## config.mk

```make
export PLATFORM = sky130hd
export DESIGN_NAME = nor_chain_sweeper
export DESIGN_NICKNAME = d
export VERILOG_FILES = /design/src/rtl/nor_chain_sweeper.sv
export SDC_FILE = /design/constraint.sdc
export NUM_CORES = 1
export LEC_CHECK = 0
export BUFFER_PORTS_ARGS = -buffer_cell sky130_fd_sc_hd__buf_2
export CAP_MARGIN = 15
export CORE_ASPECT_RATIO = 1.75
export CORE_MARGIN = 2
export CORE_UTILIZATION = 56
export DETAILED_ROUTE_END_ITERATION = 6
export GPL_TIMING_DRIVEN = 0
export PLACE_DENSITY = 0.76
export SETUP_SLACK_MARGIN = 0.3
export SKIP_LAST_GASP = 1
export SYNTH_ARGS = -nofsm -noshare
export SYNTH_HDL_FRONTEND = slang
export SYNTH_SLANG_ARGS = --single-unit
```

## constraint.sdc

```tcl
create_clock -name clk -period 2.75 [get_ports clk]
set_clock_uncertainty 0.1 [all_clocks]
set_input_delay 0.55 -clock clk [delete_from_list [all_inputs] [get_ports clk]]
set_output_delay 0.55 -clock clk [all_outputs]
set_load 0.02 [all_outputs]
```

## src/rtl/nor_chain_sweeper.sv

```systemverilog
// nor_chain_sweeper: self-test sequencer for the cascaded NOR chain,
// sweeps all 16 input vectors and checks e/f/g against a reference model.
module nor_chain_sweeper #(
    parameter int SETTLE_CYCLES = 2
) (
    input  logic       clk,
    input  logic       rst,
    input  logic       start,
    input  logic       abort,
    output logic       vec_a,
    output logic       vec_b,
    output logic       vec_c,
    output logic       vec_d,
    input  logic       obs_e,
    input  logic       obs_f,
    input  logic       obs_g,
    output logic       busy,
    output logic       done,
    output logic       pass,
    output logic [4:0] err_count,
    output logic [3:0] first_fail_vec,
    output logic       first_fail_valid
);
    typedef enum logic [1:0] {IDLE, SETTLE, CHECK, DONE} state_t;
    state_t state, state_n;
    logic [3:0] idx, idx_n, vec;
    logic [7:0] cnt, cnt_n;
    logic [4:0] err_n;
    logic [3:0] ff_vec_n;
    logic       ff_valid_n, busy_n, exp_e, exp_f, exp_g, mismatch;

    assign exp_e    = ~(idx[3] | idx[2]);
    assign exp_f    = ~(idx[1] | exp_e);
    assign exp_g    = ~(idx[0] | exp_f);
    assign mismatch = {obs_e, obs_f, obs_g} != {exp_e, exp_f, exp_g};
    assign busy_n   = (state_n == SETTLE) || (state_n == CHECK);
    assign {vec_a, vec_b, vec_c, vec_d} = vec;

    always_comb begin
        state_n    = state;
        idx_n      = idx;
        cnt_n      = cnt;
        err_n      = err_count;
        ff_vec_n   = first_fail_vec;
        ff_valid_n = first_fail_valid;
        case (state)
            IDLE, DONE: if (start) begin
                state_n    = SETTLE;
                idx_n      = 4'd0;
                cnt_n      = 8'(SETTLE_CYCLES - 1);
                err_n      = 5'd0;
                ff_vec_n   = 4'd0;
                ff_valid_n = 1'b0;
            end
            SETTLE: begin
                state_n = abort ? IDLE : (cnt == 8'd0) ? CHECK : SETTLE;
                cnt_n   = (cnt == 8'd0) ? cnt : cnt - 8'd1;
            end
            CHECK: if (abort) state_n = IDLE;
            else begin
                // the first mismatching vector is latched once per sweep
                if (mismatch) begin
                    err_n      = err_count + 5'd1;
                    ff_vec_n   = first_fail_valid ? first_fail_vec : idx;
                    ff_valid_n = 1'b1;
                end
                state_n = (idx == 4'd15) ? DONE : SETTLE;
                idx_n   = (idx == 4'd15) ? idx : idx + 4'd1;
                cnt_n   = 8'(SETTLE_CYCLES - 1);
            end
            default: state_n = IDLE;
        endcase
    end

    always_ff @(posedge clk or posedge rst) begin
        if (rst) begin
            state            <= IDLE;
            idx              <= 4'd0;
            cnt              <= 8'd0;
            vec              <= 4'd0;
            busy             <= 1'b0;
            done             <= 1'b0;
            pass             <= 1'b0;
            err_count        <= 5'd0;
            first_fail_vec   <= 4'd0;
            first_fail_valid <= 1'b0;
        end else begin
            state            <= state_n;
            idx              <= idx_n;
            cnt              <= cnt_n;
            vec              <= busy_n ? idx_n : 4'd0;
            busy             <= busy_n;
            done             <= state_n == DONE;
            pass             <= (state_n == DONE) && (err_n == 5'd0);
            err_count        <= err_n;
            first_fail_vec   <= ff_vec_n;
            first_fail_valid <= ff_valid_n;
        end
    end
endmodule

```

# --- After elaboration in Yosys (flattened, before gate mapping) ---
# Cells that the tools add are included.
word_totals:
  ff_bits: 31
  word_cells: 70
op_classes:
  n_addsub: 3
  eq_ne: 13
  n_mux: 28
  bitwise: 6
  reduce_logical: 10
op_table:
  columns: ["operator", "n"]
  rows:
  - ["4-bit 2-to-1 mux", 8]
  - ["8-bit 2-to-1 mux", 3]
  - ["8-bit one-hot mux with 3 select lines", 1]
  - ["4-bit one-hot mux with 2 select lines", 2]
  - ["5-bit 2-to-1 mux", 3]
  - ["2-bit 2-to-1 mux", 5]
  - ["2-bit != test (second input constant)", 5]
  - ["5-bit one-hot mux with 2 select lines", 1]
  - ["2-bit equality test (second input constant)", 4]
  - ["8-bit zero test", 1]
  - ["8-bit by 1-bit subtractor with 8-bit output (second input constant)", 1]
  - ["2-bit one-hot mux with 3 select lines", 1]
  - ["5-bit by 1-bit adder with 5-bit output (second input constant)", 1]
  - ["5-bit zero test", 1]
  - ["5-bit AND reduction", 1]
  - ["4-bit by 1-bit adder with 4-bit output (second input constant)", 1]
  - ["2-bit by 1-bit equality test with 1-bit output (second input constant)", 2]
  - ["4-bit equality test (second input constant)", 1]
  - ["4-bit AND reduction", 1]
  - ["1-bit 2-to-1 mux", 3]
  - ["3-bit != test", 1]
  - ["1-bit inverter", 3]
  - ["1-bit bitwise OR", 3]
  - ["3-bit AND reduction", 1]
  - ["6 further kinds", 6]

# --- Logic depth before layout (Yosys ltp) ---
logic_depth:
  word_depth: 12
  ltp_mapped: 9
  ltp_nobuf: 9

# --- Worst setup path after synthesis ---
# No wires, ideal clock.
synth_timing:
  path_type: "flip-flop to flip-flop"
  start: "reg state[0]"
  end: "reg cnt[3]"
  arrival_ps: 2100
  required_ps: 2519
  slack_ps: 419
  stages_incl_launch_ff: 9
  n_path_buf: 0
  path_cell_list: "dfrtp_1 > inv_1 > ha_1 > nor2b_1 > or2_2 > a2111oi_0 > nor2b_1 > xnor2_1 > nor2_1"
synth_between:
  elab_chain_cells: 4
  elab_cells_between_ends: 10
  classes_between: "6 x eq/ne; 1 x mux; 3 x reduce/logical"
synth_lines:
  columns: ["element", "line", "source"]
  rows:
  - ["start: declaration", "25", "state_t state, state_n;"]
  - ["start signal: assignment", "88", "state <= state_n;"]
  - ["2-bit equality test / 2-bit zero test (equally long branches)", "46", "case (state)"]
  - ["2-bit OR reduction", "46", null]
  - ["2-bit != test (no line)", null, null]
  - ["3-bit AND reduction (no line)", null, null]
  - ["end signal: assignment", "90", "cnt <= cnt_n;"]
  - ["end: declaration", "27", "logic [7:0] cnt, cnt_n;"]
# Several ways; a longest one is shown, not always the timed one.
# A chain may end at the register's enable or synchronous reset.

# --- Worst setup path after layout ---
layout_timing:
  start: "reg cnt[5]"
  end: "reg pass"
layout_between:
  elab_chain_cells: 6
layout_lines:
  columns: ["element", "line", "source"]
  rows:
  - ["8-bit zero test", "56", "state_n = abort ? IDLE : (cnt == 8'd0) ? CHECK : SETTLE;"]
  - ["2-bit 2-to-1 mux (2 in a row)", "56", null]
  - ["2-bit one-hot mux with 3 select lines", "46", null]
  - ["named net state_n[1]", "25", null]
  - ["2-bit equality test", "94", "pass <= (state_n == DONE) && (err_n == 5'd0);"]
  - ["1-bit logical AND", "94", null]
  - ["end signal: assignment", "94", null]
  - ["end: declaration", "19", "output logic pass,"]
# The timed path passes the listed nets, and every way through them passes these cells.

==> impl_metrics.py <==
metrics = {
    "run_status": {
        "status": "complete, no violations",
    },
    "die": {
        "die-area_mm2": 0.003462,
        "start_util_pct": 57.87,
        "num_rows": 26,
        "boundaryPins": 24,
        "die_x_um": 45.35,
        "fp.coreArea_mm2": 0.002895,
        "die_h_um": 76.36,
    },
    "clock_network": {
        "clock_sinks": 31,
        "cts_max_path_buffers": 2,
        "clock_latency_ns": 0.29,
        "tritoncts": "yes",
        "numCtsBuffers": 5,
        "cts_root_buffer": "clkbuf_8",
        "ctsHoldBuffers": 0,
        "htree_levels": 2,
        "clk_pin_slew_worst_paths_ns": 0.07,
    },
    "grt": {
        "antenna_found_initial": 0,
        "grt_pass1_wl_mm": 6.451,
        "grt_max_degree": 32,
        "grt-ovfl-total": 0,
        "grt_pass1_vias": 1506,
        "track_usage_pct": 25.57,
    },
    "timing": {
        "setup_viol": 0,
        "tns_ns": 0,
        "clock.fmax_ghz": 0.4018,
        "fin_crit_sh_pct": 90.51,
        "fin_ws_ns": 0.2611,
        "slew_headroom_pct": 58.06,
        "fin_crit_ns": 2.489,
        "slew_viol_final": 0,
        "finalHoldViolCount": 0,
        "worst_pin_slew_ns": 0.6234,
        "rsz0062_at_grt": "yes",
    },
    "worst_setup_path": {
        "crit_path_end_kind": "register",
        "required_ns": 2.84,
        "crit_buf_inv": 0,
        "critical_path.cell_chain": "or4_4 -> nor4b_4 -> a22oi_1 -> o31ai_2 -> ha_4 -> nand4_1 -> nor4_2",
        "cpPeakStageDelay_ns": 0.57,
        "start_kind": "register",
        "cp_max_fo": 4,
        "critical_path_class": "register to register",
        "worstPathArrival_ns": 2.58,
        "worst_path_max_delay_cell": "or4_4",
        "cp_top_family": "simple AND/OR/NAND/NOR gates",
    },
    "pwr": {
        "seqPwrFrac_pct": 35.2,
        "p_sw_share_pct": 38.11,
        "intPower_mw": 1.043,
        "combPwrFrac_pct": 41.8,
        "switching_power_mw": 0.6418,
        "peakVddDrop_v": 0.0005499,
        "power_density_mw_per_mm2": 827.4,
        "leakage_nw": 1.008,
        "clkPwrFrac_pct": 23.0,
    },
    "route": {
        "drt_iter0_drc": 52,
        "drc_errors": 0,
        "finalWirelength_mm": 4.080,
        "antenna_left": 0,
        "vias_per_cell": 6.500,
        "dr.pass1.iters": 4,
        "vias": 1469,
        "post_drt_wl_per_cell_um": 18.05,
    },
    "logic_synthesis": {
        "synthMuxAreaShare_pct": 0.6721,
        "yosys_most_used_dff": "dfrtp_1",
        "netlist_area_mm2": 0.001675,
        "synth_edf_count": 0,
        "ys_async_sr_fraction_pct": 100.0,
        "synth_top_family_by_area": "simple AND/OR/NAND/NOR gates",
        "synthSimpleGateAreaFrac_pct": 22.85,
        "synth_nets": 176,
        "synth_cells": 163,
        "synth_seq_area_share_pct": 46.30,
        "synthTopCellsByArea": "dfrtp_1 (46%), a22o_1 (4.7%), ha_1 (4.5%), nor2_1 (3.6%), xor2_1 (2.6%)",
        "yosys_warnings": 0,
        "synth_area_leader_cell": "dfrtp_1",
        "synth_xor_area_share_pct": 3.659,
        "syn_avg_cell_area_um2": 10.28,
        "synth-seq-cells": 31,
        "synth_top_area_share_pct": 46.30,
        "synth-compound-area-share_pct": 18.60,
        "ys_types": 52,
        "synthAdderAreaFrac_pct": 4.481,
    },
    "finish": {
        "num-fill-cells": 203,
        "num-nets-final": 210,
        "syn2layout_area_growth_pct": 21.51,
        "num_antenna_cells": 0,
        "drive_gt1_share_pct": 28.79,
        "fin_cells": 226,
        "regArea_um2": 775.7,
        "multi_input_area_um2": 900.9,
    },
    "placed_design": {
        "dpl.cell_count": 214,
        "place_congestion": 0.9120,
        "place_ws_ns": 0.003570,
        "dp_hpwl_mm": 2.931,
        "io_buffers": 23,
    },
    "worst_hold_path": {
        "hold_class": "input pin to async pin",
    },
    "run": {
        "cap_violations": 0,
    },
}
-- routing by layer --
metal | share of wire, % | vias up | track usage, %
li1 | - | 676 | -
met1 | 35 | 712 | 24.29
met2 | 56 | 60 | 45.00
met3 | 3.9 | 21 | 5.687
met4 | 4.7 | 0 | 16.76
met5 | 0 | - | 0
-- area by class of cell --
class / instances / area share [%]
timing repair buffer: 27 / 8.113
buffer: 5 / 1.414
clock buffer: 8 / 4.917
tap: 28 / 1.721
inverter: 8 / 1.475
sequential: 31 / 38.11
multi-input combinational: 119 / 44.25
-- registers in the layout, indices dropped and copies added (netlist names) --
signal and cells:
state 2, first_fail_vec 4, cnt 8, vec 4, done 1, first_fail_valid 1
idx 4, busy 1, err_count 5, pass 1
-- metrics by stage --
stage	util [%]	instance area, um^2	total power [mW]	hold slack [ns]
after global placement	63.05	1826	1.162	0.4112
final	70.31	2036	1.684	0.1133
after floorplan	-	1675	1.026	0.3956
after CTS	66.85	1936	1.599	0.4350
after global routing	70.31	2036	1.781	0.1296
after detailed placement	63.05	1826	1.192	0.4177
-- placed cells by master (no fill, tap or decap), types with 4 or more instances in the layout --
cell / Yosys / final
ha_1: 6 / 5
o21ai_0: 4 / 4
nor2_1: 16 / 16
a21oi_1: 6 / 6
clkbuf_8: 0 / 7
xor2_1: 5 / 5
nand3b_1: 4 / 4
inv_1: 8 / 8
dfrtp_1: 31 / 31
a22o_1: 9 / 9
nand2_1: 8 / 8
buf_2: 1 / 24
and2_4: 0 / 4
-- synthesized netlist by cell type (3+ instances only) --
master / count
dfrtp_1: 31
ha_1: 6
and2_1: 6
xor2_1: 5
nand3b_1: 4
a22o_1: 9
o21ai_0: 4
nor3_1: 3
nor2_1: 16
o31ai_1: 3
a21oi_1: 6
nand2_1: 8
inv_1: 8
-- worst paths after layout --
check | start | to | slack [ns] | depth (start not counted)
worst min register to register | first_fail_vec[1]$_DFFE_PP0P_ | first_fail_vec[1]$_DFFE_PP0P_ | 0.43 | 1
min in group clk | first_fail_vec[1]$_DFFE_PP0P_ | first_fail_vec[1]$_DFFE_PP0P_ | 0.43 | 1
worst max-delay path | cnt[5]$_DFFE_PP0P_ | pass$_DFF_PP0_ | 0.26 | 7
worst max register to register | cnt[5]$_DFFE_PP0P_ | pass$_DFF_PP0_ | 0.26 | 7
max in group asynchronous | rst | first_fail_valid$_DFFE_PP0P_ | 2.01 | 3
worst min-delay path | rst | err_count[0]$_DFF_PP0_ | 0.11 | 2
-- power by group through the flow --
stage | Clock, mW | Sequential (mW) | Combinational [mW]
global placement | 0 | 0.583 | 0.579
global route | 0.409 | 0.599 | 0.773
detailed placement | 0 | 0.587 | 0.605
CTS | 0.395 | 0.583 | 0.621
finish | 0.388 | 0.592 | 0.704
floorplan | 0 | 0.604 | 0.422
-- cell families (layout without fill, tap and decap cells) --
| family | Yosys count | in the layout |
|---|---|---|
| muxes | 1 | 1 |
| xor gates and xnor gates | 7 | 7 |
| and+or+nand+nor | 64 | 64 |
| AOI/OAI and AO/OA | 41 | 41 |
| adders and majority gates | 6 | 6 |
| DFF | 31 | 31 |
| buffers and inverters | 13 | 48 |
-- what timing repair did --
item | 4_1_cts | 5_1_grt
resized for setup | 2 | 11
setup buffers | 0 | 3
pin swaps | 0 | 5
endpoints found under the setup margin | 9 | 13
(Power assumes the default switching activity.)
